File: src/rtl/uart_cfg.sv
// UART with internal baud generator, TX/RX FIFOs, configurable frame format
// and sticky receive error flags.
module uart_cfg #(
    parameter int DATA_BITS   = 8,
    parameter int FIFO_AW     = 4,
    parameter int SAMPLE_RATE = 16,
    parameter int DIV_WIDTH   = 16,
    parameter int PARITY_EN   = 0,
    parameter int PARITY_ODD  = 0,
    parameter int STOP_BITS   = 1
) (
    input  logic                 Clock,
    input  logic                 ResetN,
    input  logic [DIV_WIDTH-1:0] BaudDiv,
    input  logic                 Rx,
    output logic                 Tx,
    input  logic                 WriteUart,
    input  logic [DATA_BITS-1:0] WriteData,
    output logic                 TxFull,
    output logic                 TxBusy,
    input  logic                 ReadUart,
    output logic [DATA_BITS-1:0] ReadData,
    output logic                 RxEmpty,
    output logic [FIFO_AW:0]     RxCount,
    input  logic                 ClearErr,
    output logic                 FrameErr,
    output logic                 ParityErr,
    output logic                 Overrun
);

    localparam int DEPTH  = 2 ** FIFO_AW;
    localparam int TICK_W = $clog2(SAMPLE_RATE);
    localparam int BIT_W  = 4;
    localparam logic PAR_INIT = (PARITY_ODD != 0);
    localparam logic [TICK_W-1:0] TICK_LAST = TICK_W'(SAMPLE_RATE - 1);
    localparam logic [TICK_W-1:0] TICK_HALF = TICK_W'(SAMPLE_RATE / 2 - 1);
    localparam logic [BIT_W-1:0]  DATA_LAST = BIT_W'(DATA_BITS - 1);
    localparam logic [BIT_W-1:0]  STOP_LAST = BIT_W'(STOP_BITS - 1);

    typedef enum logic [2:0] {sIdle, sStart, sData, sParity, sStop} uartState_t;

    // Baud tick generator; the >= compare recovers from a divisor shrinking mid-count.
    logic [DIV_WIDTH-1:0] baudCnt, divLast;
    logic                 tick;

    assign divLast = (BaudDiv == '0) ? '0 : BaudDiv - DIV_WIDTH'(1);
    assign tick    = (baudCnt >= divLast);

    always_ff @(posedge Clock or negedge ResetN) begin
        if (!ResetN) baudCnt <= '0;
        else         baudCnt <= tick ? '0 : baudCnt + DIV_WIDTH'(1);
    end

    // TX FIFO
    logic [DATA_BITS-1:0] txMem [DEPTH];
    logic [FIFO_AW:0]     txWr, txRd;
    logic                 txEmpty, txPush, txPop;
    logic [DATA_BITS-1:0] txHead;

    assign txEmpty = (txWr == txRd);
    assign TxFull  = (txWr[FIFO_AW] != txRd[FIFO_AW]) &&
                     (txWr[FIFO_AW-1:0] == txRd[FIFO_AW-1:0]);
    assign txPush  = WriteUart && (!TxFull || txPop);
    assign txHead  = txMem[txRd[FIFO_AW-1:0]];

    always_ff @(posedge Clock) begin
        if (txPush) txMem[txWr[FIFO_AW-1:0]] <= WriteData;
    end

    always_ff @(posedge Clock or negedge ResetN) begin
        if (!ResetN) begin
            txWr <= '0;
            txRd <= '0;
        end else begin
            if (txPush) txWr <= txWr + 1'b1;
            if (txPop)  txRd <= txRd + 1'b1;
        end
    end

    // TX FSM
    uartState_t           txState, txStateNext;
    logic [DATA_BITS-1:0] txShift, txShiftNext;
    logic [BIT_W-1:0]     txBit, txBitNext;
    logic [TICK_W-1:0]    txTick, txTickNext;
    logic                 txPar, txParNext, txOut, txOutNext, txLoad;

    always_comb begin
        txStateNext = txState;
        txShiftNext = txShift;
        txBitNext   = txBit;
        txTickNext  = txTick;
        txParNext   = txPar;
        txOutNext   = txOut;
        txLoad      = 1'b0;
        txPop       = 1'b0;
        case (txState)
            sIdle: begin
                txOutNext = 1'b1;
                txLoad    = !txEmpty;
            end
            default: begin
                if (tick) begin
                    if (txTick != TICK_LAST) begin
                        txTickNext = txTick + 1'b1;
                    end else begin
                        txTickNext = '0;
                        case (txState)
                            sStart: begin
                                txStateNext = sData;
                                txBitNext   = '0;
                                txOutNext   = txShift[0];
                            end
                            sData: begin
                                if (txBit == DATA_LAST) begin
                                    txBitNext = '0;
                                    if (PARITY_EN != 0) begin
                                        txStateNext = sParity;
                                        txOutNext   = txPar;
                                    end else begin
                                        txStateNext = sStop;
                                        txOutNext   = 1'b1;
                                    end
                                end else begin
                                    txBitNext   = txBit + 1'b1;
                                    txShiftNext = txShift >> 1;
                                    txOutNext   = txShift[1];
                                end
                            end
                            sParity: begin
                                txStateNext = sStop;
                                txBitNext   = '0;
                                txOutNext   = 1'b1;
                            end
                            sStop: begin
                                if (txBit == STOP_LAST) begin
                                    txStateNext = sIdle;
                                    txOutNext   = 1'b1;
                                    txLoad      = !txEmpty;
                                end else begin
                                    txBitNext = txBit + 1'b1;
                                end
                            end
                            default: txStateNext = sIdle;
                        endcase
                    end
                end
            end
        endcase
        // Loading from IDLE or straight out of the last stop bit keeps frames gapless.
        if (txLoad) begin
            txPop       = 1'b1;
            txStateNext = sStart;
            txShiftNext = txHead;
            txParNext   = (^txHead) ^ PAR_INIT;
            txOutNext   = 1'b0;
            txTickNext  = '0;
            txBitNext   = '0;
        end
    end

    always_ff @(posedge Clock or negedge ResetN) begin
        if (!ResetN) begin
            txState <= sIdle;
            txBit   <= '0;
            txTick  <= '0;
            txOut   <= 1'b1;
        end else begin
            txState <= txStateNext;
            txBit   <= txBitNext;
            txTick  <= txTickNext;
            txOut   <= txOutNext;
        end
    end

    always_ff @(posedge Clock) begin
        txShift <= txShiftNext;
        txPar   <= txParNext;
    end

    assign Tx     = txOut;
    assign TxBusy = (txState != sIdle) || !txEmpty;

    // RX synchroniser plus one more stage for falling-edge detection.
    logic rxMeta, rxSync, rxPrev;

    always_ff @(posedge Clock or negedge ResetN) begin
        if (!ResetN) begin
            rxMeta <= 1'b1;
            rxSync <= 1'b1;
            rxPrev <= 1'b1;
        end else begin
            rxMeta <= Rx;
            rxSync <= rxMeta;
            rxPrev <= rxSync;
        end
    end

    // RX FIFO
    logic [DATA_BITS-1:0] rxMem [DEPTH];
    logic [FIFO_AW:0]     rxWr, rxRd;
    logic                 rxFull, rxPush, rxPop;
    logic [DATA_BITS-1:0] rxShift, rxShiftNext;

    assign RxEmpty = (rxWr == rxRd);
    assign rxFull  = (rxWr[FIFO_AW] != rxRd[FIFO_AW]) &&
                     (rxWr[FIFO_AW-1:0] == rxRd[FIFO_AW-1:0]);
    assign rxPop   = ReadUart && !RxEmpty;
    assign RxCount = rxWr - rxRd;
    assign ReadData = RxEmpty ? '0 : rxMem[rxRd[FIFO_AW-1:0]];

    always_ff @(posedge Clock) begin
        if (rxPush) rxMem[rxWr[FIFO_AW-1:0]] <= rxShift;
    end

    always_ff @(posedge Clock or negedge ResetN) begin
        if (!ResetN) begin
            rxWr <= '0;
            rxRd <= '0;
        end else begin
            if (rxPush) rxWr <= rxWr + 1'b1;
            if (rxPop)  rxRd <= rxRd + 1'b1;
        end
    end

    // RX FSM
    uartState_t        rxState, rxStateNext;
    logic [BIT_W-1:0]  rxBit, rxBitNext;
    logic [TICK_W-1:0] rxTick, rxTickNext;
    logic              rxStopBad, rxStopBadNext, rxStopNow;
    logic              setFrame, setParity, setOverrun;

    always_comb begin
        rxStateNext   = rxState;
        rxShiftNext   = rxShift;
        rxBitNext     = rxBit;
        rxTickNext    = rxTick;
        rxStopBadNext = rxStopBad;
        rxStopNow     = 1'b0;
        rxPush        = 1'b0;
        setFrame      = 1'b0;
        setParity     = 1'b0;
        setOverrun    = 1'b0;
        case (rxState)
            sIdle: begin
                if (rxPrev && !rxSync) begin
                    rxStateNext = sStart;
                    rxTickNext  = '0;
                end
            end
            sStart: begin
                if (tick) begin
                    if (rxTick != TICK_HALF) begin
                        rxTickNext = rxTick + 1'b1;
                    end else begin
                        rxTickNext  = '0;
                        rxBitNext   = '0;
                        rxStateNext = rxSync ? sIdle : sData;
                    end
                end
            end
            default: begin
                if (tick) begin
                    if (rxTick != TICK_LAST) begin
                        rxTickNext = rxTick + 1'b1;
                    end else begin
                        rxTickNext = '0;
                        case (rxState)
                            sData: begin
                                rxShiftNext = {rxSync, rxShift[DATA_BITS-1:1]};
                                if (rxBit == DATA_LAST) begin
                                    rxBitNext     = '0;
                                    rxStopBadNext = 1'b0;
                                    rxStateNext   = (PARITY_EN != 0) ? sParity : sStop;
                                end else begin
                                    rxBitNext = rxBit + 1'b1;
                                end
                            end
                            sParity: begin
                                setParity   = (rxSync != ((^rxShift) ^ PAR_INIT));
                                rxBitNext   = '0;
                                rxStateNext = sStop;
                            end
                            sStop: begin
                                rxStopNow     = rxStopBad || !rxSync;
                                rxStopBadNext = rxStopNow;
                                if (rxBit == STOP_LAST) begin
                                    rxStateNext = sIdle;
                                    if (rxStopNow)   setFrame   = 1'b1;
                                    else if (rxFull) setOverrun = 1'b1;
                                    else             rxPush     = 1'b1;
                                end else begin
                                    rxBitNext = rxBit + 1'b1;
                                end
                            end
                            default: rxStateNext = sIdle;
                        endcase
                    end
                end
            end
        endcase
    end

    always_ff @(posedge Clock or negedge ResetN) begin
        if (!ResetN) begin
            rxState   <= sIdle;
            rxBit     <= '0;
            rxTick    <= '0;
            rxStopBad <= 1'b0;
            FrameErr  <= 1'b0;
            ParityErr <= 1'b0;
            Overrun   <= 1'b0;
        end else begin
            rxState   <= rxStateNext;
            rxBit     <= rxBitNext;
            rxTick    <= rxTickNext;
            rxStopBad <= rxStopBadNext;
            FrameErr  <= setFrame   || (FrameErr  && !ClearErr);
            ParityErr <= setParity  || (ParityErr && !ClearErr);
            Overrun   <= setOverrun || (Overrun   && !ClearErr);
        end
    end

    always_ff @(posedge Clock) begin
        rxShift <= rxShiftNext;
    end

endmodule

File: config.mk
export PLATFORM = sky130hd
export DESIGN_NAME = uart_cfg
export DESIGN_NICKNAME = d
export VERILOG_FILES = /design/src/rtl/uart_cfg.sv
export SDC_FILE = /design/constraint.sdc
export NUM_CORES = 1
export LEC_CHECK = 0
export CAP_MARGIN = 20
export CELL_PAD_IN_SITES_DETAIL_PLACEMENT = 1
export CELL_PAD_IN_SITES_GLOBAL_PLACEMENT = 2
export CORE_MARGIN = 3
export CORE_UTILIZATION = 48
export CTS_BUF_LIST = sky130_fd_sc_hd__clkbuf_2
export DETAILED_ROUTE_END_ITERATION = 12
export PLACE_DENSITY = 0.92
export RECOVER_POWER = 100
export SLEW_MARGIN = 20
export SYNTH_ARGS = -nofsm -noshare
export SYNTH_HDL_FRONTEND = slang
export SYNTH_SLANG_ARGS = --single-unit
File: constraint.sdc
create_clock -name Clock -period 4.35 [get_ports Clock]
set_input_delay 0.87 -clock Clock [delete_from_list [all_inputs] [get_ports Clock]]
set_output_delay 0.87 -clock Clock [all_outputs]
set_load 0.05 [all_outputs]
After elaboration in Yosys (flattened, before gate mapping)
Memory sizes are Yosys's and may differ from the RTL's.
Index checks and enable logic that the tools add are counted.

cells by class
  add/subtract/negate cells = 11
  multiply operators = 0
  divide/modulo/power cells = 0
  $lt $le $gt $ge = 1
  eq/ne operators = 37
  shifts and indexed selects = 0
  muxes and demuxes = 94
  bitwise operators = 3
  reductions and logical operators = 46

operators by type and width
  operator                                                              number
  4-bit 2-to-1 mux                                                      21
  8-bit 2-to-1 mux                                                      7
  1-bit 2-to-1 mux                                                      41
  3-bit 2-to-1 mux                                                      13
  16-bit 2-to-1 mux                                                     2
  4-bit case mux with 3 select lines                                    2
  5-bit by 1-bit adder with 5-bit output, second input constant         4
  5-bit AND reduction                                                   4
  16-bit by 1-bit adder with 16-bit output, second input constant       1
  4-bit by 1-bit adder with 4-bit output, second input constant         4
  16-bit greater-or-equal comparator                                    1
  16-bit logical NOT                                                    1
  4-bit case mux with 2 select lines                                    2
  16-bit by 1-bit subtractor with 16-bit output, second input constant  1
  2-bit != test, second input constant                                  7
  3-bit by 2-bit == test with 1-bit output, second input constant       4
  4-bit != test, second input constant                                  3
  3-bit case mux with 4 select lines                                    1
  5-bit == test                                                         2
  3-bit != test, second input constant                                  3
  3-bit case mux with 3 select lines                                    1
  4-bit by 3-bit == test with 1-bit output, second input constant       2
  4-bit == test                                                         2
  1-bit logical AND                                                     8
  other kinds (29)                                                      55

storage, ports and cells
  flip-flop bits (word level) = 82
  bits in latches = 0
  bits in writable memories = 256
  memory bits (read-only) = 0
  input port bits = 30
  output and inout bits = 20
  word-level logic and storage cells = 215
  memories kept = 2

memories
  name   depth  width  read ports  clocked after memory_dff  write ports  RTL line  text
  rxMem  16     8      1           0                         1            199       logic [DATA_BITS-1:0] rxMem [DEPTH];
  txMem  16     8      1           0                         1            55        logic [DATA_BITS-1:0] txMem [DEPTH];

Depth between registers and ports, before layout
Gate-level depths: netlist of the first run.

  word-level depth = 12
  depth in mapped cells = 17
  depth with buffers taken out = 14

Least setup slack after synthesis of the first run
Ideal clock, no wire load.

  kind = input port to flip-flop
  start point = input port BaudDiv[5]
  end point = memory txMem[1][0], enable pin
  arrival = 4.633 ns
  setup slack = -0.677 ns
  cell stages on the path = 14
  cell sequence = nor4_1 nand2_1 or4_1 nor4_1 xor2_1 nand2_1 ha_1 nand4_1 nor3_1 a32oi_2 a311oi_2 buf_4 nor2_2 nor4_1

on the way
  word-level cells in the longest chain between the ends = 10

ends and longest elaborated chain
  element                                                                              RTL line  text
  from (decl)                                                                          14        input logic [DIV_WIDTH-1:0] BaudDiv,
  16-bit by 1-bit subtractor with 16-bit output or 16-bit logical NOT (tied branches)  46        assign divLast = (BaudDiv == '0) ? '0 : BaudDiv - DIV_WIDTH'(1);
  16-bit 2-to-1 mux *                                                                  46
  16-bit greater-or-equal comparator *                                                 47        assign tick = (baudCnt >= divLast);
  1-bit 2-to-1 mux *                                                                   102       if (tick) begin
  1-bit 2-to-1 mux *                                                                   96        case (txState)
  1-bit 2-to-1 mux *                                                                   150       if (txLoad) begin
  1-bit logical OR *                                                                   63        assign txPush = WriteUart && (!TxFull || txPop);
  1-bit logical AND *                                                                  63
  1-bit 2-to-1 mux *                                                                   67        if (txPush) txMem[txWr[FIFO_AW-1:0]] <= WriteData;
  1-bit 2-to-1 mux (not written as such) *                                             67
  to (decl)                                                                            55

Every way passes the cells marked *; elsewhere a longest branch is shown, timed or not.

Worst setup path in the final report of the first run
  start point = input port BaudDiv[5]
  end point = memory rxMem[6][5], enable pin

on the way
  word-level cells in the longest chain between the ends = 7

ends and longest elaborated chain
  element                                                                              RTL line  text
  16-bit by 1-bit subtractor with 16-bit output or 16-bit logical NOT (tied branches)  46
  16-bit 2-to-1 mux *                                                                  46
  16-bit greater-or-equal comparator *                                                 47
  1-bit 2-to-1 mux *                                                                   262       if (tick) begin
  1-bit 2-to-1 mux *                                                                   243       case (rxState)
  1-bit 2-to-1 mux *                                                                   212       if (rxPush) rxMem[rxWr[FIFO_AW-1:0]] <= rxShift;
  1-bit 2-to-1 mux (not written as such) *                                             212
  to (decl)                                                                            199

Marked as above.

==> summary.txt, run 1 <==
Status
  • Outcome: finished with violations
  • Failing checks: max-capacitance violations, max-slew violations

Critical path
  • Worst r2r dst: txRd[1]$_DFFE_PN0N_
  • WP data arrival: 4.67 ns
  • Crit path max-delay family: simple AND/OR/NAND/NOR gates
  • Worst path cell trace: clkdlybuf4s50_1 > nor4_2 > nand2_1 > or4_4 > nor4_2 > xor2_1 > nand2_1 > ha_1 > nand4_1 > nor3_2 > a32oi_2 > and3_1 > nor3_4 > buf_12 > and4b_1
  • CP startpoint kind: input port
  • Crit Path Max Fanout: 16
  • Worst path max stage delay: 0.48 ns
  • Required time worst endpoint: 4.88 ns
  • R2r startpoint: baudCnt[0]$_DFF_PN0_
  • Worst path slowest cell: and4b_1
  • Reg2reg setup slack: 1.31 ns
  • Worst path bufs/invs: 2
  • Setup crit end kind: flip-flop
  • R2R depth: 10
  • WS Path Type: in2reg

Route
  • DRT iter0 DRCs: 604
  • Vias: 8781
  • Residual DRC: 0
  • Vias per inst: 5.64
  • Antenna viol nets, final: 0
  • Detailed Route WL: 34900 um
  • DR pass1 iterations: 5
  • Routed len/inst: 22.4 um

Global route
  • Tot GR Track Use: 21.6%
  • Initial antenna violation count: 1
  • Largest net degree at the start of global routing: 44
  • Grt ovf: 0
  • Number of global-route vias before repair: 9693
  • First-pass GRT wire length: 55500 um

CTS
  • CTS Sinks: 338
  • CTS tree: done
  • Clk_lat worst skew: 0.95 ns
  • Clock Pin Slew Worst Setup and Hold Paths: 0.10 ns
  • Num CTS Buffers: 83
  • CTS H-tree lvls: 3
  • Root buffer cell: clkbuf_2
  • Max Buffers Root-to-Sink: 3

Floorplan
  • Initial Util: 49.0%
  • Die Y-Extent: 183 um
  • Die Area: 0.0335 mm2
  • Die Span X: 183 um
  • Core Footprint: 0.0307 mm2
  • Std-Cell Rows: 64
  • # IOs: 50

Logic synthesis
  • Post-synth top flop: edfxtp_1
  • Post-Syn Area: 0.0151 mm2
  • Distinct cells, synth: 72
  • Syn_area_per_cell: 16.2 um2
  • Number of synthesized flops with an enable pin: 272
  • Dominant cell type by area after synthesis: edfxtp_1
  • Register area share after synthesis: 65.2%
  • Syn Inst Count: 927
  • Register bit total from synthesis: 338
  • Synth top area share: 54.2%
  • Synthesized Nets: 997
  • Yosys Warn Count: 0
  • Asr flop ratio synth: 19.5%
  • Top cells by area, synth: edfxtp_1 54%, mux4_2 12%, dfrtp_1 10%

STA
  • Final setup fails: 0
  • Minimum clock period: 4.14 ns
  • Worst-Margin Slew: 2.45 ns
  • Max-Slew Margin vs Limit: -63.5%
  • Clock Skew: 0.121 ns
  • Final Hold Violating Endpoints: 0
  • Max Freq: 241 MHz
  • Slew Limit Fails: 44
  • Final Cycle Share: 95.2%

Power and ir drop
  • Power Dens Cells: 551 mW/mm2
  • Leakage: 6.37 nW
  • Worst vdd ir: 0.305 mV

Placement
  • DP HPWL: 24300 um
  • Placed Cells: 1410
  • Placer's final routability congestion estimate: 0.777
  • # port buffers: 49

Hold path
  • Hold Startpoint: rxMeta$_DFF_PN1_
  • Worst Hold Class: reg2reg
  • Hold Crit Depth: 0
  • WHS Endpoint: rxSync$_DFF_PN1_

Flow run
  • Max-cap viol count: 1

Layout
  • Area growth, synth to finish: 15.6%
  • Fin util: 56.6%
  • Post-route non-filler standard cell count: 1557
  • Number of nets in the layout: 1171
  • Filler cells: 3016
  • Layout cells sized above 1: 30.5%
## metrics by stage
stage          power (W)  area (um2)  setup TNS, ns  hold slack [ns]  setup WS, ns
3_5_place_dp     0.00774       16900        -208.67            0.350        -0.782
4_1_cts          0.00985       17600              0            0.108        0.0123
3_3_place_gp     0.00758       16900        -158.59            0.346        -0.608
5_1_grt           0.0102       17400         -0.224            0.375       -0.0227
2_1_floorplan    0.00662       15300              0            0.345        0.0246
6_report         0.00959       17400              0            0.365         0.208
## worst max path at each step
stage	from	endpoint	slack [ns]	cells after the start
floorplan	BaudDiv[11]	txMem[0][0]$_DFFE_PP_	0.02	12
global placement	BaudDiv[5]	txMem[5][7]$_DFFE_PP_	-0.61	16
detailed placement	BaudDiv[5]	txShift[4]$_DFFE_PP_	-0.78	14
CTS	txWr[3]$_DFFE_PN0P_	TxBusy	0.01	5
global route	BaudDiv[5]	txMem[11][0]$_DFFE_PP_	-0.02	17
finish	BaudDiv[5]	rxMem[6][5]$_DFFE_PP_	0.21	15
## state kept, by name (all words and copies together), names as in the netlist, 3 cells and up
register,cells
rxTick,4
rxBit,4
txMem,128
rxWr,5
rxRd,5
rxMem,128
txTick,4
txState,3
rxShift,8
rxState,3
baudCnt,16
txRd,5
txWr,5
txBit,4
txShift,8
## metal layers
metal / track usage, % / up-vias / wire (um) / part of all wire, %
met2: 38.1 / 217 / 18300 / 52
met5: 0 / - / 0 / 0
met1: 27.5 / 4483 / 14300 / 41
li1: - / 4027 / - / -
met3: 4.11 / 54 / 1580 / 4.5
met4: 6.43 / 0 / 674 / 1.9
## kinds of logic after synthesis
logic type | synth area share [%]
flip-flops | 65.2
multiplexers | 13.3
XOR/XNOR | 3.49
buffers and inverters | 1.92
AND/OR/NAND/NOR | 8.93
adder cells (fa/ha/maj) | 3.37
AO/OA/AOI/OAI | 3.73
## where the power goes
part           internal, W  leakage, nW  switching [W]
combinational      0.00150         2.53        0.00191
sequential         0.00380         3.27       0.000295
clock             0.000789        0.574        0.00129
## Yosys cell counts (3+ instances only)
cell / count
nand3_1: 29
and4_1: 5
nor4_1: 6
o22ai_1: 5
o211ai_1: 5
inv_1: 26
buf_2: 12
xnor2_1: 36
dfstp_2: 4
a21oi_1: 10
xor2_1: 24
nand4_1: 9
buf_4: 3
nand2_1: 46
nand3b_1: 6
mux4_2: 80
nor2b_1: 20
ha_1: 39
nor3b_1: 5
and4b_1: 8
nand2b_1: 6
mux2i_1: 5
or3_1: 3
and2_1: 7
and3_1: 7
dfrtp_1: 62
or3b_2: 4
o21ai_0: 17
mux2_2: 13
nor2_1: 51
nor3_1: 18
o31ai_1: 5
a21o_1: 4
a31oi_1: 6
clkbuf_1: 20
edfxtp_1: 272
## cell usage in the layout, fill, tap and decap left out, drive strengths merged, types with 6 or more instances in the layout
| cell type | synthesis | layout |
|---|---|---|
| clkdlybuf4s50 | 0 | 22 |
| nand2b | 7 | 7 |
| nand4 | 9 | 9 |
| nand3 | 29 | 29 |
| clkbuf | 20 | 157 |
| xor2 | 24 | 24 |
| and2 | 7 | 7 |
| mux4 | 80 | 80 |
| a31oi | 6 | 6 |
| dlygate4sd3 | 0 | 17 |
| clkinv | 0 | 13 |
| xnor2 | 36 | 36 |
| o21ai | 20 | 20 |
| buf | 19 | 57 |
| edfxtp | 272 | 272 |
| a21oi | 11 | 11 |
| nand3b | 6 | 6 |
| inv | 27 | 31 |
| dfrtp | 62 | 62 |
| nand2 | 46 | 46 |
| nor4 | 7 | 7 |
| and4b | 8 | 8 |
| and3 | 7 | 7 |
| nor3 | 19 | 19 |
| ha | 39 | 39 |
| nor2b | 20 | 20 |
| nor2 | 52 | 52 |
| mux2 | 14 | 14 |
## layout make-up
class	count	area, um2	share of cell area [%]
sequential	338	9830	56.5
multi-input combinational	523	5130	29.5
timing repair buffer	128	1100	6.34
clock buffer	126	631	3.62
tap	396	495	2.85
clock inverter	18	113	0.647
inverter	27	101	0.582
antenna	1	2.50	0.0144
## timing repair
| item | 4_1_cts | 5_1_grt |
|---|---|---|
| hold endpoints to repair | 0 | 35 |
| hold buffers | 0 | 1 |
| resized for setup | 2 | 8 |
| setup endpoints to repair | 2 | 161 |
| pin swaps | 0 | 1 |
| buffers inserted | 0 | 1 |
Note: power is estimated with default switching activity, not from simulation.
==> inputs of run 2 (changes only) <==
CORE_UTILIZATION = 45   (was 48)
PLACE_DENSITY = 0.88   (was 0.92)
==> summary.txt, run 2 (synthesis results as in run 1) <==
Floorplan
  • Die Area: 0.0357 mm2
  • Std-Cell Rows: 66
  • Die Y-Extent: 189 um
  • Die Span X: 189 um
  • # IOs: 50
  • Core Footprint: 0.0328 mm2
  • Initial Util: 45.9%

STA
  • Slew Limit Fails: 69
  • Max-Slew Margin vs Limit: -28.9%
  • Worst-Margin Slew: 1.93 ns
  • Minimum clock period: 4.28 ns
  • Final setup fails: 0
  • Final Cycle Share: 98.3%
  • Clock Skew: 0.0848 ns
  • Final hold slack: 0.368 ns
  • Final TNS setup: 0 ns
  • Final Hold Violating Endpoints: 0
  • Max Freq: 234 MHz
  • Unrepaired setup endpoints after global routing: yes

Placement
  • Placed Cells: 1467
  • Placer's final routability congestion estimate: 0.786
  • DP HPWL: 24600 um
  • # port buffers: 49

Status
  • Outcome: finished with violations
  • Failing checks: max-capacitance violations, max-slew violations

CTS
  • Clock Pin Slew Worst Setup and Hold Paths: 0.10 ns
  • Num CTS Buffers: 86
  • CTS Sinks: 338
  • Clk_lat worst skew: 0.92 ns
  • CTS tree: done
  • CTS H-tree lvls: 3
  • Max Buffers Root-to-Sink: 3
  • Root buffer cell: clkbuf_2

Route
  • Vias per inst: 5.61
  • Vias: 9150
  • DRT iter0 DRCs: 832
  • Residual DRC: 0
  • Detailed Route WL: 36100 um
  • Routed len/inst: 22.2 um
  • Antenna viol nets, final: 0
  • DR pass1 iterations: 5

Flow run
  • Max-cap viol count: 2

Global route
  • GRT met1 Usage: 27.2%
  • M3 GR Usage: 4.46%
  • Grt ovf: 0
  • Tot GR Track Use: 20.7%
  • Largest net degree at the start of global routing: 36
  • Initial antenna violation count: 2
  • Number of global-route vias before repair: 9948
  • Layer with the highest usage: met2
  • First-pass GRT wire length: 56900 um
  • Routing usage on met2: 35.1%

Power and ir drop
  • Internal: 0.00631 W
  • Worst vdd ir: 0.307 mV
  • Power Dens Cells: 548 mW/mm2
  • Clock group share of total power: 22.3%
  • P_sw: 0.00355 W
  • Seq pwr share: 41.3%
  • Leakage: 6.57 nW
  • Comb power frac: 36.4%
  • Net Sw Frac: 36.0%
  • Total power: 0.00985 W

Layout
  • Area growth, synth to finish: 19.4%
  • Commonest non-fill, non-tap cell in the layout: edfxtp_1
  • Number of nets in the layout: 1187
  • Layout cells sized above 1: 32.9%
  • Commonest non-fill, non-tap cells in the layout: 272 x edfxtp_1, 127 x clkbuf_2, 80 x mux4_2
  • Post-route non-filler standard cell count: 1631

Critical path
  • Crit Path Max Fanout: 8
  • CP startpoint kind: input port
  • WP data arrival: 4.85 ns
  • Required time worst endpoint: 4.93 ns
  • Setup crit end kind: flip-flop
  • WS Path Type: in2reg
  • R2r startpoint: baudCnt[0]$_DFF_PN0_
  • Reg2reg setup slack: 1.31 ns
  • R2R depth: 8
  • Worst r2r dst: txShift[4]$_DFFE_PP_

Hold path
  • Hold Crit Depth: 0
  • Worst Hold Class: reg2reg
  • WHS Endpoint: rxSync$_DFF_PN1_
  • Hold Startpoint: rxMeta$_DFF_PN1_
run 2: cell count changes in the layout (fill, tap and decap cells not counted), moves of 4 or more:
cell	previous run	this run
clkbuf_1	7	2
clkbuf_2	146	127
clkbuf_4	4	0
buf_4	47	73
clkinv_1	10	16
nor2_4	0	6
buf_12	9	23
diode_2	1	5
clkinv_2	1	6
run 2: worst max-delay path by stage:
stage / from / end / slack, ns
finish: BaudDiv[2] / txMem[2][0]$_DFFE_PP_ / 0.07
global route: BaudDiv[2] / rxMem[1][3]$_DFFE_PP_ / 0.01
CTS: rxRd[0]$_DFFE_PN0P_ / ReadData[7] / 0.04
global placement: BaudDiv[5] / txMem[1][1]$_DFFE_PP_ / -0.74
floorplan: BaudDiv[11] / txMem[0][0]$_DFFE_PP_ / 0.02
detailed placement: BaudDiv[5] / txMem[7][5]$_DFFE_PP_ / -0.91
run 2: repair_timing:
item	CTS	global route
setup buffers	0	3
hold buffers	1	0
setup endpoints to repair	3	248
hold endpoints to repair	27	0
pin swaps	0	5
gates resized for setup	3	10
run 2: metal layers:
layer,wire length [um],part of all wire (%),up-vias
met1,15200,42,4748
met2,18500,51,284
li1,-,-,4078
met3,1900,5.2,40
met4,552,1.5,0
met5,0,0,-
run 2: layout make-up:
| class | instances | area (um2) |
|---|---|---|
| clock inverters | 28 | 170 |
| repair buffers | 141 | 1450 |
| flip-flops and latches | 338 | 9830 |
| well taps | 442 | 553 |
| clock buffers | 127 | 636 |
| diodes | 5 | 12.5 |
| multi-input cells | 523 | 5230 |
| inverters | 27 | 101 |
| fillers | 3179 | 14800 |
run 2: critical path, cell delays in order:
cell and delay, ns:
clkdlybuf4s50_1 0.44, nor4_2 0.30, buf_4 0.16, nand2_1 0.06, or4_4 0.46, nor4_4 0.17
xor2_1 0.19, nand2_1 0.08, ha_1 0.31, nand4_1 0.13, nor3_2 0.29, a21oi_2 0.12
buf_4 0.18, a311oi_4 0.35, buf_6 0.21, nor2_4 0.12, nor3_4 0.25, buf_12 0.16
run 2: power groups by stage:
stage | logic, W | clock network [W] | registers [W]
5_1_grt | 0.00386 | 0.00246 | 0.00411
3_5_place_dp | 0.00363 | 0 | 0.00414
3_3_place_gp | 0.00351 | 0 | 0.00412
2_1_floorplan | 0.00259 | 0 | 0.00403
4_1_cts | 0.00364 | 0.00228 | 0.00407
6_report | 0.00358 | 0.00220 | 0.00407
run 2: through the flow:
| stage | util [%] | worst slack [ns] | instance area (um2) |
|---|---|---|---|
| 6_report | 54.9 | 0.0748 | 18000 |
| 5_1_grt | 54.9 | 0.0134 | 18000 |
| 4_1_cts | 54.6 | 0.0368 | 17900 |
| 3_5_place_dp | 52.1 | -0.907 | 17100 |
| 3_3_place_gp | 52.1 | -0.739 | 17100 |
| 2_1_floorplan | - | 0.0246 | 15300 |
